### config.mk
export PLATFORM = sky130hd
export DESIGN_NAME = spi_frame_tx
export DESIGN_NICKNAME = d
export VERILOG_FILES = /design/src/rtl/spi_frame_tx.sv
export SDC_FILE = /design/constraint.sdc
export NUM_CORES = 1
export LEC_CHECK = 0
export ABC_AREA = 1
export CORE_ASPECT_RATIO = 0.75
export CORE_MARGIN = 2
export CORE_UTILIZATION = 40
export CTS_BUF_LIST = sky130_fd_sc_hd__clkbuf_8
export DETAILED_ROUTE_END_ITERATION = 8
export PLACE_DENSITY = 0.53
export SETUP_SLACK_MARGIN = 0.2
export SLEW_MARGIN = 5
export SYNTH_ARGS = -nofsm -noshare
export SYNTH_HDL_FRONTEND = slang
export SYNTH_SLANG_ARGS = --single-unit
### constraint.sdc
create_clock -name CLK -period 5.2 [get_ports CLK]
set_input_delay 1.04 -clock CLK [delete_from_list [all_inputs] [get_ports CLK]]
set_output_delay 1.04 -clock CLK [all_outputs]
set_load 0.1 [all_outputs]
### src/rtl/spi_frame_tx.sv
// SPI master with a word FIFO. Consecutive FIFO words are sent as one frame under a
// single slave-select assertion until a word tagged "last" is sent. Built for
// PmodCLS-class peripherals.
//
// Ports:
//   CLK, RST         system clock, synchronous active-high reset
//   s_data/s_last    word to send and end-of-frame tag, accepted when s_valid && s_ready
//   s_valid/s_ready  valid/ready write handshake into the FIFO
//   level            FIFO occupancy
//   busy             high unless idle with an empty FIFO
//   rx_data/rx_valid last word received on MISO plus a one-cycle update strobe
//   ss/mosi/miso/sclk SPI pins, ss active low
module spi_frame_tx #(
    parameter int unsigned DATA_W  = 8,
    parameter int unsigned DEPTH   = 16,
    parameter int unsigned CLK_DIV = 50,
    parameter bit          CPOL    = 1'b0,
    parameter bit          CPHA    = 1'b0,
    parameter int unsigned GAP_CYC = 100
) (
    input  logic                     CLK,
    input  logic                     RST,
    input  logic [DATA_W-1:0]        s_data,
    input  logic                     s_last,
    input  logic                     s_valid,
    output logic                     s_ready,
    output logic [$clog2(DEPTH):0]   level,
    output logic                     busy,
    output logic [DATA_W-1:0]        rx_data,
    output logic                     rx_valid,
    output logic                     ss,
    output logic                     mosi,
    input  logic                     miso,
    output logic                     sclk
);

    localparam int unsigned AW     = $clog2(DEPTH);
    localparam int unsigned LVL_W  = AW + 1;
    localparam int unsigned DIV_W  = $clog2(CLK_DIV);
    localparam int unsigned EDGE_W = $clog2(2 * DATA_W);
    localparam int unsigned GAP_W  = $clog2(GAP_CYC + 1);

    localparam logic [DIV_W-1:0]  DIV_MAX  = DIV_W'(CLK_DIV - 1);
    localparam logic [EDGE_W-1:0] EDGE_MAX = EDGE_W'(2 * DATA_W - 1);
    localparam logic [GAP_W-1:0]  GAP_MAX  = GAP_W'(GAP_CYC - 1);
    localparam logic [LVL_W-1:0]  LVL_FULL = LVL_W'(DEPTH);

    typedef enum logic [2:0] {
        StIdle, StSetup, StShift, StHold, StWait, StGap
    } state_e;

    // FIFO storage and bookkeeping
    logic [DATA_W:0]    mem [DEPTH];
    logic [AW-1:0]      wr_ptr_q, wr_ptr_d, rd_ptr_q, rd_ptr_d;
    logic [LVL_W-1:0]   level_q, level_d;
    logic               avail_q;
    logic               push, pop, fifo_ok;
    logic [DATA_W:0]    fifo_head;

    // Transfer engine
    state_e             state_q, state_d;
    logic [DIV_W-1:0]   div_q, div_d, div_inc;
    logic               div_wrap;
    logic [EDGE_W-1:0]  edge_q, edge_d;
    logic [GAP_W-1:0]   gap_q, gap_d;
    logic [DATA_W-2:0]  tx_sr_q, tx_sr_d;   // bits still to send after the one on mosi
    logic [DATA_W-1:0]  rx_sr_q, rx_sr_d, rx_shift;
    logic               last_q, last_d;
    logic               sample_edge, drive_edge;

    // Registered outputs
    logic               ss_q, ss_d, sclk_q, sclk_d, mosi_q, mosi_d;
    logic [DATA_W-1:0]  rx_data_q, rx_data_d;
    logic               rx_valid_q, rx_valid_d, busy_q, busy_d;

    assign s_ready   = (level_q != LVL_FULL) && !RST;
    assign push      = s_valid && s_ready;
    assign fifo_head = mem[rd_ptr_q];
    // avail_q lags level by one cycle, so a fresh push is seen by the FSM one cycle late.
    // Pops are always followed by at least CLK_DIV cycles without a pop decision, so the
    // lag can never make the FSM pop an empty FIFO; the level check is a guard only.
    assign fifo_ok   = avail_q && (level_q != '0);

    assign level    = level_q;
    assign busy     = busy_q;
    assign rx_data  = rx_data_q;
    assign rx_valid = rx_valid_q;
    assign ss       = ss_q;
    assign sclk     = sclk_q;
    assign mosi     = mosi_q;

    always_ff @(posedge CLK) begin
        if (push) begin
            mem[wr_ptr_q] <= {s_last, s_data};
        end
    end

    always_comb begin
        wr_ptr_d = wr_ptr_q;
        rd_ptr_d = rd_ptr_q;
        level_d  = level_q;
        if (push) begin
            wr_ptr_d = wr_ptr_q + AW'(1);
        end
        if (pop) begin
            rd_ptr_d = rd_ptr_q + AW'(1);
        end
        unique case ({push, pop})
            2'b10:   level_d = level_q + LVL_W'(1);
            2'b01:   level_d = level_q - LVL_W'(1);
            default: level_d = level_q;
        endcase
    end

    // Edge k (0-based) of a word is SPI edge k+1: odd SPI edges are leading edges.
    assign sample_edge = CPHA ? edge_q[0] : ~edge_q[0];
    assign drive_edge  = CPHA ? (~edge_q[0] && (edge_q != '0))
                              : (edge_q[0] && (edge_q != EDGE_MAX));
    assign rx_shift    = {rx_sr_q[DATA_W-2:0], miso};
    assign div_wrap    = (div_q == DIV_MAX);
    assign div_inc     = div_wrap ? '0 : div_q + DIV_W'(1);

    always_comb begin
        state_d    = state_q;
        div_d      = '0;
        edge_d     = edge_q;
        gap_d      = '0;
        tx_sr_d    = tx_sr_q;
        rx_sr_d    = rx_sr_q;
        last_d     = last_q;
        ss_d       = ss_q;
        sclk_d     = sclk_q;
        mosi_d     = mosi_q;
        rx_data_d  = rx_data_q;
        rx_valid_d = 1'b0;
        pop        = 1'b0;

        unique case (state_q)
            StIdle: begin
                ss_d   = 1'b1;
                sclk_d = CPOL;
                if (fifo_ok) begin
                    pop     = 1'b1;
                    ss_d    = 1'b0;
                    state_d = StSetup;
                end
            end
            StSetup: begin
                div_d = div_inc;
                if (div_wrap) begin
                    edge_d  = '0;
                    state_d = StShift;
                end
            end
            StShift: begin
                div_d = div_inc;
                if (div_wrap) begin
                    sclk_d = ~sclk_q;
                    edge_d = edge_q + EDGE_W'(1);
                    if (sample_edge) begin
                        rx_sr_d = rx_shift;
                    end
                    if (drive_edge) begin
                        mosi_d  = tx_sr_q[DATA_W-2];
                        tx_sr_d = tx_sr_q << 1;
                    end
                    if (edge_q == EDGE_MAX) begin
                        rx_data_d  = sample_edge ? rx_shift : rx_sr_q;
                        rx_valid_d = 1'b1;
                        edge_d     = '0;
                        state_d    = StHold;
                    end
                end
            end
            StHold: begin
                div_d  = div_inc;
                sclk_d = CPOL;
                if (div_wrap) begin
                    if (last_q) begin
                        ss_d    = 1'b1;
                        state_d = StGap;
                    end else if (fifo_ok) begin
                        pop     = 1'b1;
                        state_d = StShift;
                    end else begin
                        state_d = StWait;
                    end
                end
            end
            StWait: begin
                sclk_d = CPOL;
                if (fifo_ok) begin
                    pop     = 1'b1;
                    state_d = StShift;
                end
            end
            StGap: begin
                ss_d  = 1'b1;
                gap_d = gap_q + GAP_W'(1);
                if (gap_q == GAP_MAX) begin
                    state_d = StIdle;
                end
            end
            default: state_d = StIdle;
        endcase

        // Every pop loads a fresh word with its MSB presented on mosi straight away.
        if (pop) begin
            last_d  = fifo_head[DATA_W];
            mosi_d  = fifo_head[DATA_W-1];
            tx_sr_d = fifo_head[DATA_W-2:0];
            rx_sr_d = '0;
        end

        busy_d = (state_d != StIdle) || (level_d != '0);
    end

    always_ff @(posedge CLK) begin
        if (RST) begin
            wr_ptr_q   <= '0;
            rd_ptr_q   <= '0;
            level_q    <= '0;
            avail_q    <= 1'b0;
            state_q    <= StIdle;
            div_q      <= '0;
            edge_q     <= '0;
            gap_q      <= '0;
            tx_sr_q    <= '0;
            rx_sr_q    <= '0;
            last_q     <= 1'b0;
            ss_q       <= 1'b1;
            sclk_q     <= CPOL;
            mosi_q     <= 1'b0;
            rx_data_q  <= '0;
            rx_valid_q <= 1'b0;
            busy_q     <= 1'b0;
        end else begin
            wr_ptr_q   <= wr_ptr_d;
            rd_ptr_q   <= rd_ptr_d;
            level_q    <= level_d;
            avail_q    <= (level_q != '0);
            state_q    <= state_d;
            div_q      <= div_d;
            edge_q     <= edge_d;
            gap_q      <= gap_d;
            tx_sr_q    <= tx_sr_d;
            rx_sr_q    <= rx_sr_d;
            last_q     <= last_d;
            ss_q       <= ss_d;
            sclk_q     <= sclk_d;
            mosi_q     <= mosi_d;
            rx_data_q  <= rx_data_d;
            rx_valid_q <= rx_valid_d;
            busy_q     <= busy_d;
        end
    end

endmodule

==> flow_summary.toml <==
[worst_setup_path]
timing.rr.end = "busy"
rrSetupSlack_ps = 2210
crit_path_top_delay_cell = "clkdlybuf4s50_1"
reg2reg_from = "div_q[0]"
startpoint = "RST"
end_kind = "flip-flop"
startpoint_type = "input port"
crit_cells = 18
path_max_fanout = 19
crit_type = "in2reg"
crit_chain = "clkdlybuf4s50_1 -> clkinv_1 -> buf_4 -> nand2_1 -> inv_1 -> nand2_1 -> ha_1 -> inv_1 -> nand2_1 -> nand2_1 -> ha_1 -> o21a_1 -> nor2_1 -> nand3_1 -> nor2_1 -> nand2_1 -> nor2_1 -> nor2_1"
cp.arrival_ps = 3720
crit_path_end = "busy"
crit_family = "simple AND/OR/NAND/NOR gates"
reg2reg_depth = 19
critPathRequiredTime_ps = 5590
critPathMaxStageDelay_ps = 480
cp_num_buf_inv = 5
path_common_cell = "nand2_1"

[timing]
slew_violations = 0
fin_worst_skew_ps = 20.30
final_hold_viol_count = 0
clock.fmax_ghz = 0.3004
max_slew.worst_pin.slew_ps = 1051
relSlewSlack = 0.2968
setup-violations-final = 0
setup_slack_ps = 1871
grt_setup_unrepaired = "no"
fin_hold_ws_ps = 456.1
tns_ps = 0
fin_crit_ps = 3329
period_share = 0.6402

[yosys]
synth_fp_nets = 905
ys_seq_area_frac = 0.6377
yosys_warnings = 0
synthArstFlopShare = 0
ys.flop_type = "edfxtp_1"
synth.largest_area_cell = "edfxtp_1"
synth_commonest_cells = "nand2_1, edfxtp_1, nor2_1"
synthCells = 880
synthTopCellsByArea = "edfxtp_1, dfxtp_1, nand2_1, nor2_1, o21ai_0"
synth.most_common_cell = "nand2_1"
ys_ff_latch = 211
synth_enable_flop_cells = 144
yosysTopAreaCellShare = 0.4868
synth_area_per_cell_um2 = 10.09
syn_area_um2 = 8884
yosys.cell_types.count = 38

[clock_network]
cts_tree = "done"
cts_setup_buffers = 0
htree_levels = 2
cts-root-buf = "clkbuf_8"
clk_path_buf_depth = 3
cts_inserted_buffers = 35
clk_pin_slew_worst_paths_ps = 60
post_cts_resized = 0
cts_hold_buf = 0
clock_sinks = 211
clk_latency_ps = 530

[placement]
dp_hpwl_um = 13080
place_ws_ps = 1360
io_buffer_count = 31
place.gp.congestion = 0.8060

[die]
io_pins = 32
die-width_um = 176.1
core_um2 = 21930
chipHeight_um = 133.1
die_area_um2 = 23430
start_util = 0.4050
rows = 47

[final_layout]
multi_input_area_um2 = 2835
layout-area-overhead-vs-synth_pct = 13.83
nets = 945
layout-drive-gt1-share = 0.07814
fill_cells = 2053
register_area_um2 = 5668
final_util = 0.4610
antennaDiodeCount = 0

[route]
routed_wl_um = 20900
drc = 0
vias = 6236
first_pass_iters = 5
routedWlPerCell_um = 16.84
drtIter0Drc = 524
ant_nets = 0
avgViaCountPerCell = 5.025

[pwr]
vdd_ir_drop_max_v = 0.0001666
p_leak_nw = 3.739
power_density_nw_per_um2 = 412.3
power.total_w = 0.004169

[grt]
overflow = 0
grt_max_degree = 71
grt_pass1_wl_um = 32590
grt_pass1_vias = 5691
track_usage = 0.1813
antenna_found_initial = 0

[outcome]
status = "complete, no violations"

[min_path]
min_path_type = "reg2reg"

[flow_run]
max_cap_viol_count = 0
layer usage:
metal / vias to the layer above / global-route usage / share of wire
met5: - / 0 / 0
met4: 0 / 0.05280 / 0.019
met2: 175 / 0.2383 / 0.40
met3: 39 / 0.03822 / 0.061
li1: 3106 / - / -
met1: 2916 / 0.2936 / 0.52
worst min path at each step:
| stage | start | end | cells after the start |
|---|---|---|---|
| after floorplan | gap_q[0] | gap_q[0] | 1 |
| after global placement | gap_q[0] | gap_q[0] | 1 |
| after detailed placement | gap_q[0] | gap_q[0] | 1 |
| after CTS | gap_q[0] | gap_q[0] | 1 |
| after global routing | gap_q[0] | gap_q[0] | 1 |
| final | gap_q[0] | gap_q[0] | 1 |
metrics by stage:
| step | cell area, µm² | std cells |
|---|---|---|
| floorplan | 8884 | 880 |
| global route | 10110 | 1241 |
| global placement | 9469 | 1177 |
| CTS | 10110 | 1241 |
| finish | 10110 | 1241 |
| detailed placement | 9469 | 1177 |
registers in the layout, indices dropped and copies added, names as in the netlist, named ones only:
signal	cells
wr_ptr_q	4
last_q	1
gap_q	7
mosi	1
avail_q	1
mem	144
busy	1
rx_valid	1
level	5
div_q	6
state_q	3
rx_data	8
rd_ptr_q	4
ss	1
rx_sr_q	8
sclk	1
edge_q	4
tx_sr_q	7
cell families after synthesis:
group	Yosys count	share of synthesized area
AO/OA/AOI/OAI	162	0.1035
buffers and inverters	95	0.04310
flip-flops	211	0.6377
XOR/XNOR	8	0.007888
AND/OR/NAND/NOR	392	0.1908
adder cells (fa/ha/maj)	12	0.01690
worst reg2reg max path, delay by kind of cell, from the launching register on:
| kind | cells | cell delay, ps |
|---|---|---|
| buffers and inverters | 2 | 250 |
| DFF | 1 | 410 |
| and+or+nand+nor | 12 | 1130 |
| AOI/OAI and AO/OA | 2 | 330 |
| adders and majority gates | 3 | 770 |
area by class of cell:
| class | count | share of cell area |
|---|---|---|
| timing repair buffer | 36 | 0.03539 |
| multi-input combinational | 574 | 0.2804 |
| sequential | 211 | 0.5605 |
| clock buffer | 39 | 0.05308 |
| tap | 294 | 0.03638 |
| clock inverter | 25 | 0.01052 |
| inverter | 62 | 0.02376 |
power breakdown:
group	internal, W	leakage [nW]	total [W]	switching (W)
combinational	0.000252	1.51	0.000921	0.000670
sequential	0.00186	1.84	0.00191	0.0000499
clock	0.000689	0.389	0.00134	0.000653
cells in the final DEF, fill, tap and decap left out, drive strengths merged:
master and count:
clkinvlp 3, clkinv 7, nand3 49, dfxtp 67, o21a 1, o221ai 8, nor3 5, o22ai 2
buf 6, edfxtp 144, xnor2 6, o211ai 23, a21oi 38, nor3b 3, nand4 4, and3 2
nand2 186, nor2 142, a22oi 3, xor2 2, nor4 1, o21ai 85, a221oi 1, inv 77
clkbuf 39, ha 12, a31oi 1, clkdlybuf4s50 30
Power figures use the tool's default switching activity.
